File: src/rtl/vga_timing_pkg.sv
// Default 1280x1024@60 raster timing constants and shared types for the VGA timing generator.
package vga_timing_pkg;

  localparam int unsigned CNT_W = 11;

  localparam int unsigned DEF_H_SYNC   = 112;
  localparam int unsigned DEF_H_BP     = 248;
  localparam int unsigned DEF_H_ACTIVE = 1280;
  localparam int unsigned DEF_H_FP     = 48;
  localparam int unsigned DEF_V_SYNC   = 3;
  localparam int unsigned DEF_V_BP     = 38;
  localparam int unsigned DEF_V_ACTIVE = 1024;
  localparam int unsigned DEF_V_FP     = 1;

  localparam int unsigned DEF_H_TOTAL = DEF_H_SYNC + DEF_H_BP + DEF_H_ACTIVE + DEF_H_FP;
  localparam int unsigned DEF_V_TOTAL = DEF_V_SYNC + DEF_V_BP + DEF_V_ACTIVE + DEF_V_FP;

  // Counter origin is the start of sync, so the visible window starts after sync + back porch.
  localparam int unsigned DEF_H_ACT_START = DEF_H_SYNC + DEF_H_BP;
  localparam int unsigned DEF_H_ACT_END   = DEF_H_ACT_START + DEF_H_ACTIVE;
  localparam int unsigned DEF_V_ACT_START = DEF_V_SYNC + DEF_V_BP;
  localparam int unsigned DEF_V_ACT_END   = DEF_V_ACT_START + DEF_V_ACTIVE;

  typedef logic [CNT_W-1:0] cnt_t;

  typedef struct packed {
    logic hsync;
    logic vsync;
    logic video_on;
  } sync_t;

endpackage

File: src/rtl/vga_axis_counter.sv
// Wrapping raster axis counter: counts 0..TOTAL-1 while enabled, flags the terminal count
// and exposes the next count so downstream decode can be registered in step with it.
module vga_axis_counter
  import vga_timing_pkg::*;
#(
  parameter int unsigned TOTAL = DEF_H_TOTAL
) (
  input  logic clk,
  input  logic rst_n,
  input  logic en_i,
  output cnt_t count_o,
  output cnt_t count_nxt_o,
  output logic tc_o
);

  localparam cnt_t LAST = cnt_t'(TOTAL - 1);

  cnt_t count_q;
  cnt_t count_d;

  assign tc_o = (count_q == LAST);

  // NOTE: combinational blocks assign a default first so no path can leave a latch behind.
  always_comb begin
    count_d = count_q;
    if (en_i) begin
      count_d = tc_o ? '0 : count_q + 1'b1;
    end
  end

  // NOTE: state is updated with non-blocking assignments so every register samples
  // pre-edge values regardless of process ordering.
  always_ff @(posedge clk or negedge rst_n) begin
    if (!rst_n) begin
      count_q <= '0;
    end else begin
      count_q <= count_d;
    end
  end

  assign count_o     = count_q;
  assign count_nxt_o = count_d;

endmodule

File: src/rtl/vga_timing_gen.sv
// Raster timing generator (pixel counters, hsync/vsync, active-video flag).
// Define VGA_SYNC_PIPE_EN to delay hsync/vsync/video_on by one pixel behind pix_x/pix_y.
module vga_timing_gen
  import vga_timing_pkg::*;
#(
  parameter int unsigned H_SYNC   = DEF_H_SYNC,
  parameter int unsigned H_BP     = DEF_H_BP,
  parameter int unsigned H_ACTIVE = DEF_H_ACTIVE,
  parameter int unsigned H_FP     = DEF_H_FP,
  parameter int unsigned V_SYNC   = DEF_V_SYNC,
  parameter int unsigned V_BP     = DEF_V_BP,
  parameter int unsigned V_ACTIVE = DEF_V_ACTIVE,
  parameter int unsigned V_FP     = DEF_V_FP,
  parameter logic        SYNC_POL = 1'b1
) (
  input  logic             clk,
  input  logic             rst_n,
  input  logic             pix_ce,
  output logic [CNT_W-1:0] pix_x,
  output logic [CNT_W-1:0] pix_y,
  output logic             hsync,
  output logic             vsync,
  output logic             video_on,
  output logic             line_end,
  output logic             frame_start
);

  localparam int unsigned H_TOTAL = H_SYNC + H_BP + H_ACTIVE + H_FP;
  localparam int unsigned V_TOTAL = V_SYNC + V_BP + V_ACTIVE + V_FP;
  localparam int unsigned CNT_MAX = (1 << CNT_W) - 1;

  if (H_TOTAL > CNT_MAX || V_TOTAL > CNT_MAX) begin : g_bad_timing
    $error("vga_timing_gen: line/frame totals do not fit the counter width");
  end

  localparam cnt_t H_SYNC_END  = cnt_t'(H_SYNC);
  localparam cnt_t H_ACT_START = cnt_t'(H_SYNC + H_BP);
  localparam cnt_t H_ACT_END   = cnt_t'(H_SYNC + H_BP + H_ACTIVE);
  localparam cnt_t V_SYNC_END  = cnt_t'(V_SYNC);
  localparam cnt_t V_ACT_START = cnt_t'(V_SYNC + V_BP);
  localparam cnt_t V_ACT_END   = cnt_t'(V_SYNC + V_BP + V_ACTIVE);

  localparam sync_t SYNC_RST = '{hsync: SYNC_POL, vsync: SYNC_POL, video_on: 1'b0};

  cnt_t  x_nxt;
  cnt_t  y_nxt;
  logic  h_tc;
  logic  v_tc;
  sync_t sync_d;
  sync_t sync_q;
  sync_t sync_out;

  vga_axis_counter #(.TOTAL(H_TOTAL)) u_h_cnt (
    .clk        (clk),
    .rst_n      (rst_n),
    .en_i       (pix_ce),
    .count_o    (pix_x),
    .count_nxt_o(x_nxt),
    .tc_o       (h_tc)
  );

  vga_axis_counter #(.TOTAL(V_TOTAL)) u_v_cnt (
    .clk        (clk),
    .rst_n      (rst_n),
    .en_i       (pix_ce & h_tc),
    .count_o    (pix_y),
    .count_nxt_o(y_nxt),
    .tc_o       (v_tc)
  );

  // Decoding the next count makes the registered flags land in the same cycle as the counters.
  always_comb begin
    sync_d          = SYNC_RST;
    sync_d.hsync    = (x_nxt < H_SYNC_END) ? SYNC_POL : ~SYNC_POL;
    sync_d.vsync    = (y_nxt < V_SYNC_END) ? SYNC_POL : ~SYNC_POL;
    sync_d.video_on = (x_nxt >= H_ACT_START) && (x_nxt < H_ACT_END) &&
                      (y_nxt >= V_ACT_START) && (y_nxt < V_ACT_END);
  end

  always_ff @(posedge clk or negedge rst_n) begin
    if (!rst_n) begin
      sync_q <= SYNC_RST;
    end else begin
      sync_q <= sync_d;
    end
  end

`ifdef VGA_SYNC_PIPE_EN
  sync_t pipe_d;
  sync_t pipe_q;

  always_comb begin
    pipe_d = pipe_q;
    if (pix_ce) begin
      pipe_d = sync_q;
    end
  end

  always_ff @(posedge clk or negedge rst_n) begin
    if (!rst_n) begin
      pipe_q <= SYNC_RST;
    end else begin
      pipe_q <= pipe_d;
    end
  end

  assign sync_out = pipe_q;
`else
  assign sync_out = sync_q;
`endif

  assign hsync       = sync_out.hsync;
  assign vsync       = sync_out.vsync;
  assign video_on    = sync_out.video_on;
  assign line_end    = pix_ce & h_tc;
  assign frame_start = pix_ce & h_tc & v_tc;

endmodule

File: config.mk
export PLATFORM = sky130hd
export DESIGN_NAME = vga_timing_gen
export DESIGN_NICKNAME = d
export VERILOG_FILES = /design/src/rtl/vga_timing_pkg.sv /design/src/rtl/vga_axis_counter.sv /design/src/rtl/vga_timing_gen.sv
export SDC_FILE = /design/constraint.sdc
export NUM_CORES = 1
export LEC_CHECK = 0
export ABC_AREA = 1
export ABC_CLOCK_PERIOD_IN_PS = 4360
export BUFFER_PORTS_ARGS = -buffer_cell sky130_fd_sc_hd__buf_4
export CAP_MARGIN = 10
export CELL_PAD_IN_SITES_DETAIL_PLACEMENT = 0
export CELL_PAD_IN_SITES_GLOBAL_PLACEMENT = 1
export CORE_ASPECT_RATIO = 0.8
export CORE_UTILIZATION = 43
export CTS_CLUSTER_DIAMETER = 200
export DETAILED_ROUTE_END_ITERATION = 10
export HOLD_SLACK_MARGIN = 0.03
export PLACE_DENSITY_LB_ADDON = 0.1
export SLEW_MARGIN = 20
export SYNTH_ARGS = -nofsm -noshare
export SYNTH_HDL_FRONTEND = slang
export SYNTH_SLANG_ARGS = --single-unit
File: constraint.sdc
create_clock -name clk -period 4.36 [get_ports clk]
set_input_delay 1.308 -clock clk [delete_from_list [all_inputs] [get_ports clk]]
set_output_delay 1.308 -clock clk [all_outputs]
set_load 0.1 [all_outputs]
=== Yosys cells after proc, flatten, opt, wreduce, memory -nomap -nowiden ===
Index checks and enable logic that the tools add are counted.

* Flip-flop bits (word level): 25
* Input port bits: 3

* Add/sub/neg operators: 2
* $lt $le $gt $ge: 6
* Equality and inequality tests: 2
* Mux-type cells: 6
* Bitwise gates (word level): 2
* Reductions and logical operators: 3

{| class="wikitable"
|+ Operators with widths
! operator !! number
|-
| 11-bit 2-to-1 mux || 4
|-
| 11-bit by 1-bit adder with 11-bit output, second input constant || 2
|-
| 11-bit == test, second input constant || 2
|-
| 11-bit < comparator, second input constant || 2
|-
| 11-bit by 6-bit >= comparator with 1-bit output, second input constant || 1
|-
| 11-bit by 9-bit >= comparator with 1-bit output, second input constant || 1
|-
| 11-bit by 2-bit < comparator with 1-bit output, second input constant || 1
|-
| 11-bit by 7-bit < comparator with 1-bit output, second input constant || 1
|-
| 1-bit logical AND || 3
|-
| 1-bit AND || 2
|-
| 1-bit 2-to-1 mux || 2
|}

=== Depth between registers and ports, before layout ===
* Depth in word-level cells: 7
* Gate-level depth with buffers: 16

=== Hierarchy ===
Synthesis repeated with hierarchy kept, for this count alone.

* Cells, all modules: 235
* Area, all modules: 1,619.1 µm²

{| class="wikitable"
|+ Modules (own cells, without submodules)
! module !! times used !! cells each !! area each (µm²)
|-
| vga_axis_counter (u_h_cnt) || 1 || 90 || 669.4
|-
| vga_axis_counter (u_v_cnt) || 1 || 87 || 643.1
|-
| vga_timing_gen || 1 || 58 || 306.5
|}

=== Least setup slack after synthesis ===
Ideal clock, no wire load.

* Kind: in2out
* Start point: input pix_ce
* End point: output frame_start
* Arrival: 3.186 ns
* Data required time: 3.052 ns
* Path slack: -0.134 ns
* Stages: 6
* Path through: buf_4 > nand2_1 > nor2_1 > nand3_2 > buf_6 > nor2_1

* Word-level cells in the longest chain between the ends: 2

{| class="wikitable"
|+ Ends and longest elaborated chain
! element !! RTL line !! source
|-
| start: declaration || vga_timing_gen.sv:18 || <nowiki>input logic pix_ce,</nowiki>
|-
| 1-bit AND (2 in a row) || vga_timing_gen.sv:116 || <nowiki>assign frame_start = pix_ce & h_tc & v_tc;</nowiki>
|-
| end: declaration || vga_timing_gen.sv:25 || <nowiki>output logic frame_start</nowiki>
|}

Every way passes these cells.

=== Final worst setup path ===
Ends and elaborated chain as after synthesis.

==> metrics.yaml <==
synth:
  area_contributors_post_synth: "sky130_fd_sc_hd__dfrtp_1 (30%), sky130_fd_sc_hd__nand2_1 (18%), sky130_fd_sc_hd__inv_1 (8.1%), sky130_fd_sc_hd__nor2_1 (7.5%), sky130_fd_sc_hd__nand3_1 (6.3%)"
  syn_avg_cell_area_um2: 6.67
  yosys.area.top_type: "sky130_fd_sc_hd__dfrtp_1"
  postSynthNetCount: 290
  number_of_cells_produced_by_synthesis: 284
  post_synthesis_cell_area_mm2: 0.00189
  synthDistinctLibCells: 33
  ys_seq_elements: 25
  yosysTopAreaCellShare_pct: 30.4
  yosysSeqAreaShare_pct: 33.2
  yosysWarnings: 0
cts:
  cts_inserted_buffers: 3
  cts_num_sinks: 25
  clock_tree.root_cell: "sky130_fd_sc_hd__clkbuf_8"
  clk_pin_slew_worst_paths_ns: 0.10
  worst_skew_pair.late_latency_ns: 0.27
  cts.path.max_buffers: 2
  hold_buffers: 0
  h-tree-depth: 1
  post_cts_repair_timing_setup_buffer_count: 0
  post_cts_sizing: 0
  cts_tree: "done"
finish:
  layout.area.seq_um2: 628
  final.fill_count: 429
  final_core_util_pct: 52.4
  drive_above_1_share_pct: 20.5
  finalNetCount: 319
  most_common_library_cell_in_the_layout_ignoring_fill_and_taps: "sky130_fd_sc_hd__nand2_1"
  multi_input_area_mm2: 0.00106
  synthToLayoutAreaGrowth_pct: 16.3
  fin_cells: 369
  antenna-diode-count: 0
  layout.cells.most_common_list: "sky130_fd_sc_hd__nand2_1 (91), sky130_fd_sc_hd__inv_1 (41), sky130_fd_sc_hd__nor2_1 (37)"
floorplanning:
  placementRows: 21
  core_area_mm2: 0.00420
  num_io_pins: 30
  die_area_mm2: 0.00467
  die-height_um: 61.3
  fp.dieW_um: 76.2
  floorplan.initialDensity_pct: 45.0
power:
  p_leak_nw: 1.24
  cellPowerDensity_mw_per_mm2: 559
  peakVddDrop_mv: 0.531
timing:
  tightest_slew_ns: 0.349
  finalSetupTns_ns: 0
  max_clock_freq_mhz: 269
  final_critical_path_setup_slack_ns: 0.645
  grt_setup_unrepaired: "false"
  fin_worst_skew_ns: 0.00238
  finalHoldViolCount: 0
  max_slew_margin_pct: 76.7
  timing.final.crit_share_pct: 85.2
  final_period_minus_worst_setup_slack_ns: 3.72
  timing_max_transition_violations_final: 0
  worst_hold_slack_ns: 0.615
  setup_viol_count_final: 0
placement:
  dpl.cell_count: 365
  hpwlAfterDp_mm: 3.52
  gp_routability_congestion: 0.857
  io_buffers: 29
  dp_slack_ns: 0.648
setup_path:
  crit_chain: "buf_4, nand2_1, nor2_1, nand3_2, nor2_2, buf_4"
  setup.worst_path.class: "in -> out"
  worst_path_most_repeated_cell: "sky130_fd_sc_hd__buf_4"
  worst_setup_path_end_kind: "primary output"
  crit_required_ns: 3.05
  critPathMaxFanout: 13
  crit_slowest_cell: "sky130_fd_sc_hd__buf_4"
  worst_ep_arrival_time_ns: 2.41
  cp_slowest_stage_delay_ns: 0.31
  timing.critical_path.from_type: "input port"
route:
  post_drt_wl_per_cell_um: 12.3
  drt-total-wl_mm: 4.53
  detailed_route_drc_error_count: 0
  detail_route.iter0.violations: 108
  avg_vias_per_cell: 4.74
  vias: 1748
  drtAntennaViolNets: 0
  drt-pass1-iter-count: 4
grt:
  wire_length_of_the_first_global_routing_pass_mm: 7.39
  number_of_global_route_vias_before_repair: 1454
  globalRoute.totalOverflow: 0
  grt_max_degree: 26
  gr-usage-all-layers_pct: 20.9
  grt_antenna_before_repair: 0
flow_run:
  drv.max_cap_violation_count: 0
min_path:
  worstHoldPathType: "reg -> reg"
outcome:
  outcome: "complete, no violations"
cell families after synthesis:
kind of cell / synth area share (%)
xor+xnor: 1.85
flops: 33.2
buf+inv: 10.9
simple gates: 46.9
compound gates: 5.16
fa+ha+maj: 1.98
worst max-delay path: cells and delay by family:
| kind | cells | cell delay [ns] |
|---|---|---|
| AND/OR/NAND/NOR | 4 | 0.63 |
| buffers and inverters | 2 | 0.46 |
per-layer routing:
metal | part of all wire, % | global-route usage (%) | vias to the layer above
met3 | 7.3 | 4.59 | 2
met5 | 0 | 0 | -
li1 | - | - | 934
met1 | 53 | 33.3 | 764
met2 | 39 | 28.2 | 48
met4 | 0.31 | 4.12 | 0
registers in the layout, summed over array words and instances (netlist names):
| register | count |
|---|---|
| hsync | 1 |
| vsync | 1 |
| u_h_cnt.count_o | 11 |
| u_v_cnt.count_o | 11 |
| video_on | 1 |
path summary, 6_finish.rpt:
path                                       to  slack (ns)               start  cells past startpoint
min in group asynchronous  u_h_cnt.count_o[2]        0.92               rst_n                      1
min                        u_h_cnt.count_o[1]        0.61  u_h_cnt.count_o[1]                      2
max                               frame_start        0.64              pix_ce                      6
max reg2reg                          video_on        2.17  u_h_cnt.count_o[0]                     14
max in group asynchronous               vsync        3.14               rst_n                      1
min reg2reg                u_h_cnt.count_o[1]        0.61  u_h_cnt.count_o[1]                      2
power breakdown:
part	leakage [nW]	switching (mW)	total, mW	internal (mW)
clock network	0.0261	0.0820	0.149	0.0671
registers	0.292	0.0894	0.370	0.280
logic	0.918	0.563	0.711	0.147
total	1.24	0.735	1.23	0.495
stage by stage:
stage                     cell area [um^2]  power, mW
final                                 2200       1.23
after global placement                2150       1.08
after global routing                  2200       1.31
after CTS                             2200       1.24
after detailed placement              2150       1.08
after floorplan                       1900      0.933
synth_stat cells, drive strengths merged:
cell type   n
ha          3
nor2       51
nand4       9
dfrtp      23
inv        45
xor2        4
a21boi      3
o21ai       6
clkinv      1
nand3b      1
dfstp       2
nor3        1
nor4        1
nand3      27
nand2      96
buf         5
o21bai      3
a21oi       3
area by class of cell:
class                           instances  share of cell area, %
Multi-Input combinational cell        208                   48.2
Sequential cell                        25                   28.5
Tap cell                               57                   3.24
Clock inverter                          1                  0.398
Inverter                               46                   7.85
Clock buffer                            3                   1.88
Timing Repair Buffer                   29                   9.89
No activity file was read; power rests on OpenSTA's default activity.
